## config.mk

```make
export PLATFORM = sky130hd
export DESIGN_NAME = jump_field_encoder
export DESIGN_NICKNAME = d
export VERILOG_FILES = /design/src/rtl/jump_field_encoder.sv
export SDC_FILE = /design/constraint.sdc
export NUM_CORES = 1
export LEC_CHECK = 0
export BUFFER_PORTS_ARGS = -buffer_cell sky130_fd_sc_hd__buf_2
export CORE_MARGIN = 3
export CORE_UTILIZATION = 35
export DETAILED_ROUTE_END_ITERATION = 16
export PLACE_DENSITY = 0.58
export SYNTH_ARGS = -nofsm -noshare
export SYNTH_HDL_FRONTEND = slang
export SYNTH_SLANG_ARGS = --single-unit
```

## constraint.sdc

```tcl
create_clock -name CLK -period 2.4 [get_ports CLK]
set_clock_uncertainty 0.2 [all_clocks]
set_input_delay 0 -clock CLK [delete_from_list [all_inputs] [get_ports CLK]]
set_output_delay 0 -clock CLK [all_outputs]
set_load 0.05 [all_outputs]
```

## src/rtl/jump_field_encoder.sv

```systemverilog
// Jump-immediate encoder: latches a jump request, checks alignment and region,
// and emits the 12-bit word-address immediate together with fault flags and a
// saturating count of faulty requests.
module jump_field_encoder #(
  parameter int unsigned ERR_WIDTH = 8
) (
  input  logic                 CLK,
  input  logic                 Reset,
  input  logic                 Start,
  input  logic [15:0]          TargetAddr,
  input  logic [15:0]          CurrentPC,
  input  logic                 ClearErrors,
  output logic                 Busy,
  output logic                 Done,
  output logic [11:0]          JumpField,
  output logic [1:0]           RegionBits,
  output logic                 Misaligned,
  output logic                 OutOfRegion,
  output logic                 FieldValid,
  output logic [ERR_WIDTH-1:0] ErrorCount
);

  typedef enum logic [1:0] {StIdle, StLatch, StCheck, StDone} state_e;

  state_e state_q, state_d;

  logic [15:0]          addr_q;
  logic [15:0]          pc_q;
  logic [11:0]          field_q;
  logic [1:0]           region_q;
  logic                 misaligned_q;
  logic                 out_of_region_q;
  logic                 valid_q;
  logic [ERR_WIDTH-1:0] err_q;

  logic misaligned_c;
  logic out_of_region_c;
  logic err_sat;

  // Fault checks work only on the latched copies so later input changes are invisible.
  assign misaligned_c    = (addr_q[1:0] != 2'b00);
  assign out_of_region_c = (addr_q[15:14] != pc_q[15:14]);
  assign err_sat         = (err_q == {ERR_WIDTH{1'b1}});

  // Next-state logic; Start is only looked at in IDLE, so requests during Busy are dropped.
  always_comb begin
    state_d = state_q;
    unique case (state_q)
      StIdle:  if (Start) state_d = StLatch;
      StLatch: state_d = StCheck;
      StCheck: state_d = StDone;
      StDone:  state_d = StIdle;
      default: state_d = StIdle;
    endcase
  end

  // State, operand latches, result registers and fault counter.
  always_ff @(posedge CLK) begin
    if (Reset) begin
      state_q         <= StIdle;
      addr_q          <= '0;
      pc_q            <= '0;
      field_q         <= '0;
      region_q        <= '0;
      misaligned_q    <= 1'b0;
      out_of_region_q <= 1'b0;
      valid_q         <= 1'b0;
      err_q           <= '0;
    end else begin
      state_q <= state_d;
      if (state_q == StLatch) begin
        addr_q <= TargetAddr;
        pc_q   <= CurrentPC;
      end
      if (state_q == StCheck) begin
        field_q         <= addr_q[13:2];
        region_q        <= addr_q[15:14];
        misaligned_q    <= misaligned_c;
        out_of_region_q <= out_of_region_c;
        valid_q         <= ~(misaligned_c | out_of_region_c);
      end
      // Clear wins over the increment that happens on the CHECK->DONE edge.
      if (ClearErrors) begin
        err_q <= '0;
      end else if ((state_q == StCheck) && (misaligned_c | out_of_region_c) && !err_sat) begin
        err_q <= err_q + ERR_WIDTH'(1);
      end
    end
  end

  assign Busy        = (state_q != StIdle);
  assign Done        = (state_q == StDone);
  assign JumpField   = field_q;
  assign RegionBits  = region_q;
  assign Misaligned  = misaligned_q;
  assign OutOfRegion = out_of_region_q;
  assign FieldValid  = valid_q;
  assign ErrorCount  = err_q;

endmodule
```

Yosys cells after proc, flatten, opt, wreduce, memory -nomap -nowiden:

Cells that the tools add are included.

* register bits: 59
* latch bits: 0
* memory bits (writable): 0
* bits in read-only memories: 0
* input port bits: 36
* output and inout bits: 27
* word-level logic and storage cells: 27
* memories: 0

* add/subtract/negate cells: 1
* multipliers: 0
* div/mod/pow operators: 0
* magnitude comparators: 0
* eq/ne operators: 6
* shifts and indexed selects: 0
* muxes and demuxes: 2
* bitwise gates (word level): 2
* reduce and logical (&&, ||, !) cells: 7

Operators by type and width (number)
* adder 8 x 1 -> 8 bit, second input constant: 1
* == test 8 bit, second input constant: 1
* one-hot mux 2 bit (4 select lines): 1
* == test 2 bit, second input constant: 2
* nonzero test 2 bit: 2
* == test 2 x 1 -> 1 bit, second input constant: 1
* logical AND 1 bit: 2
* logical NOT 2 bit: 1
* two-way mux 2 bit: 1
* inequality test 2 bit: 1
* inequality test 2 bit, second input constant: 1
* OR reduction 2 bit: 1
* logical NOT 1 bit: 1
* NOT 1 bit: 1
* OR 1 bit: 1

Longest topological paths before layout:

* depth in word-level cells: 4
* gate-level depth with buffers: 6

Worst setup path before layout:

OpenSTA, ideal clock, no wires.

* path type: register to register
* start: register err_q[0], in the netlist ErrorCount[0]
* end: register err_q[5], in the netlist ErrorCount[5]
* setup time: 130 ps
* data arrival time: 1695 ps
* required time: 2070 ps
* path slack: 375 ps
* stages on the path, launching flop included: 7
* buffers on the path: 1
* clock period less this slack: 2025 ps
* path through: dfxtp_1 > ha_1 > nand2_1 > nor3_1 > clkbuf_1 > nor4b_1 > mux2i_1

* cells in the longest elaborated chain, start to end: 3
* elaborated cells between the ends (all ways): 4
* those cells by class: 1 x add/sub; 1 x eq/ne; 2 x reduce/logical

Ends and longest elaborated chain
* start, declared: RTL line 34 `logic [ERR_WIDTH-1:0] err_q;`
* start signal, assigned: RTL line 86 `err_q <= err_q + ERR_WIDTH'(1);`
* branches (longest 3 deep; another with adder 8 x 1 -> 8 bit)

Parallel ways; which one is timed is not known.
A chain may end at the register's enable or synchronous reset.

Worst setup path after layout:

* start: register state_q[0]
* end: register err_q[2], in the netlist ErrorCount[2]

* cells in the longest elaborated chain, start to end: 3

Ends and longest elaborated chain
* start, declared: RTL line 25 `state_e state_q, state_d;`
* start signal, assigned: RTL line 60 `state_q <= StIdle;`
* start signal, assigned: RTL line 70 `state_q <= state_d;`
* == test 2 bit: RTL line 85 `end else if ((state_q == StCheck) && (misaligned_c | out_of_region_c) && !err_sat) begin`
* logical AND 1 bit (2 in a row): RTL line 85

Every way passes these cells.

==> qor.csv <==
metric,value,unit
cts_buffers,5,
slowest_stage,or4_1,
ys_async_sr_fraction,0,%
path_delay_family,simple AND/OR/NAND/NOR gates,
status,"finished, final reports clean",
worstPathMaxFanout,8,
grt_usage,13.44,%
p_leak,1.045,nW
rsz0062_at_grt,no,
required,2.43,ns
routedWlPerCell,11.64,µm
vias,1464,
dpl_cell_area,2150,µm²
seq_area,900.9,µm²
cts_resized,0,
insertion_delay,0.30,ns
die-height,78.35,µm
ioPinCount,63,
dieArea,6138,µm²
vdd_drop_max,0.0003870,V
drt_iter0_drc,55,
synthCells,186,
core_area,4880,µm²
htreeDepth,2,
clk_path_buf_depth,2,
worstSetupEndpointType,register,
core.rowCount,25,
crit_buf_inv,1,
grt_pass1_wl,6541,µm
netlist_area,1832,µm²
path_clk_slew,0.08,ns
ys_seq_area_share,49.18,%
critPathLaunchType,register,
tritoncts,yes,
tns,0,ns
grt_start_max_net_pins,43,
dr.pass1.iters,4,
routabilityCongestion,0.7683,
max_freq,556.5,MHz
yosysWarnings,0,
period_share,74.88,%
multi_input_area,875.8,µm²
fin_ws,0.6030,ns
ant_nets,0,
grt-ovfl-total,0,
final.fill_count,473,
drc,0,
finalCriticalPeriod,1.797,ns
synth_seq_cells,45,
path_cells,"inv_1, ha_1, o31ai_2, or4_1, a21oi_1",
hold_buffers,20,
viasPerCell,4.519,
timing.hold.ws,0.04463,ns
clock-root-buffer,clkbuf_8,
p_total,2.291,mW
fp.dieW,78.35,µm
hold_path_class,in -> reg,
power_density,931.1,nW/µm²
report.final.slew_viol_count,0,
diodes,0,
path_class,reg -> reg,
antenna_found_initial,0,
port-buffer-count,48,
final_area,2461,µm²
grt_pass1_vias,1460,
synth_nets,228,
dp.final_hpwl,2519,µm
dp_slack,0.6018,ns
cts_setup_buffers,0,
setup_viol,0,
relSlewSlack,51.94,%
yosys_most_used_dff,dfxtp_1,
wirelength,3772,µm
drive_gt1_share,24.90,%
tightest_slew,0.7209,ns
synth_edf_count,0,
critPathArrivalTime,1.83,ns
synth_cell_type_count,26,
area_delta_synth_final,34.36,%
hold_violations,0,
nNetsFinal,298,
cts.sink_count,45,
avgSynthCellArea,9.848,µm²
critical_path.max_stage_delay,0.49,ns
drv_cap,0,
initial_core_util,37.54,%
==> synthesized netlist by cell type, types with 2 or more instances <==
library cell | n | area (µm²)
dfxtp_1 | 45 | 900.9
a21oi_1 | 4 | 20.02
or4_1 | 2 | 15.01
xor2_2 | 2 | 32.53
a211oi_1 | 3 | 22.52
o31ai_1 | 2 | 15.01
or3_1 | 4 | 25.02
nor2_1 | 40 | 150.1
clkbuf_1 | 3 | 11.26
o21ai_0 | 3 | 15.01
buf_2 | 2 | 10.01
nand3_1 | 3 | 15.01
buf_1 | 4 | 15.01
mux2i_1 | 37 | 370.4
nor3_1 | 4 | 20.02
nand2_1 | 8 | 30.03
or2_2 | 2 | 12.51
ha_1 | 6 | 75.07
inv_1 | 5 | 18.77
==> report_power, final <==
part / internal, mW / switching [mW]
registers: 0.860 / 0.0721
logic: 0.311 / 0.483
clock network: 0.313 / 0.253
==> cell usage in the layout, fill, tap and decap left out <==
cell type / n
dfxtp_1: 45
nand4_1: 1
clkbuf_1: 1
dlygate4sd3_1: 20
or2_2: 2
o311ai_0: 1
buf_2: 48
nand2_1: 8
mux2i_1: 37
nor4b_1: 1
or4_1: 2
ha_1: 6
inv_1: 5
clkinv_4: 1
xor2_2: 2
nand3_1: 3
buf_4: 4
o31ai_2: 1
a211oi_1: 3
nor3_1: 4
or3_1: 4
bufinv_16: 1
o31ai_1: 2
and2_1: 1
nor4_1: 1
nor2_1: 40
o21ai_0: 3
clkbuf_8: 5
a21oi_1: 4
o41ai_1: 1
==> layer usage <==
layer | global-route usage [%] | wire length (µm) | share of wire, % | up-vias
li1 | - | - | - | 776
met1 | 17.64 | 1809 | 48 | 646
met2 | 20.89 | 1696 | 45 | 35
met3 | 2.752 | 193 | 5.1 | 7
met4 | 6.818 | 72 | 1.9 | 0
met5 | 0 | 0 | 0 | -
==> metrics by stage <==
| step | cells | utilization, % |
|---|---|---|
| global route | 324 | 50.44 |
| floorplan | 186 | - |
| detailed placement | 296 | 44.05 |
| CTS | 324 | 50.44 |
| global placement | 296 | 44.05 |
| finish | 324 | 50.44 |
==> worst reg2reg max path: stages (launching register included) <==
cell and delay, ns:
dfxtp_1 0.33, inv_1 0.12, ha_1 0.27, o31ai_2 0.18, or4_1 0.49, a21oi_1 0.14
==> cell type report <==
cell class | count | share of cell area (%)
Sequential cell | 45 | 36.60
Multi-Input combinational cell | 127 | 35.59
Timing Repair Buffer | 72 | 19.12
Tap cell | 67 | 3.406
Clock buffer | 6 | 2.949
Clock inverter | 2 | 1.576
Inverter | 5 | 0.7626
==> sequential cells by signal (all words and copies together) (netlist names) <==
signal       count
pc_q             2
state_q          2
addr_q          16
RegionBits       2
OutOfRegion      1
FieldValid       1
JumpField       12
Misaligned       1
ErrorCount       8
==> logic make-up after synthesis <==
family          count (synthesis)  synth area share [%]
simple gates                   67                 16.12
buf+inv                        14                 3.005
xor+xnor                        2                 1.776
flops                          45                 49.18
compound gates                 15                 5.601
fa+ha+maj                       6                 4.098
mux                            37                 20.22
==> final timing paths <==
| kind | startpoint | end | slack [ns] | cells past startpoint |
|---|---|---|---|---|
| min reg2reg | Misaligned | Misaligned | 0.29 | 2 |
| max | state_q[0] | ErrorCount[2] | 0.60 | 5 |
| max reg2reg | state_q[0] | ErrorCount[2] | 0.60 | 5 |
| min | Reset | FieldValid | 0.04 | 2 |
(Power assumes the default switching activity.)
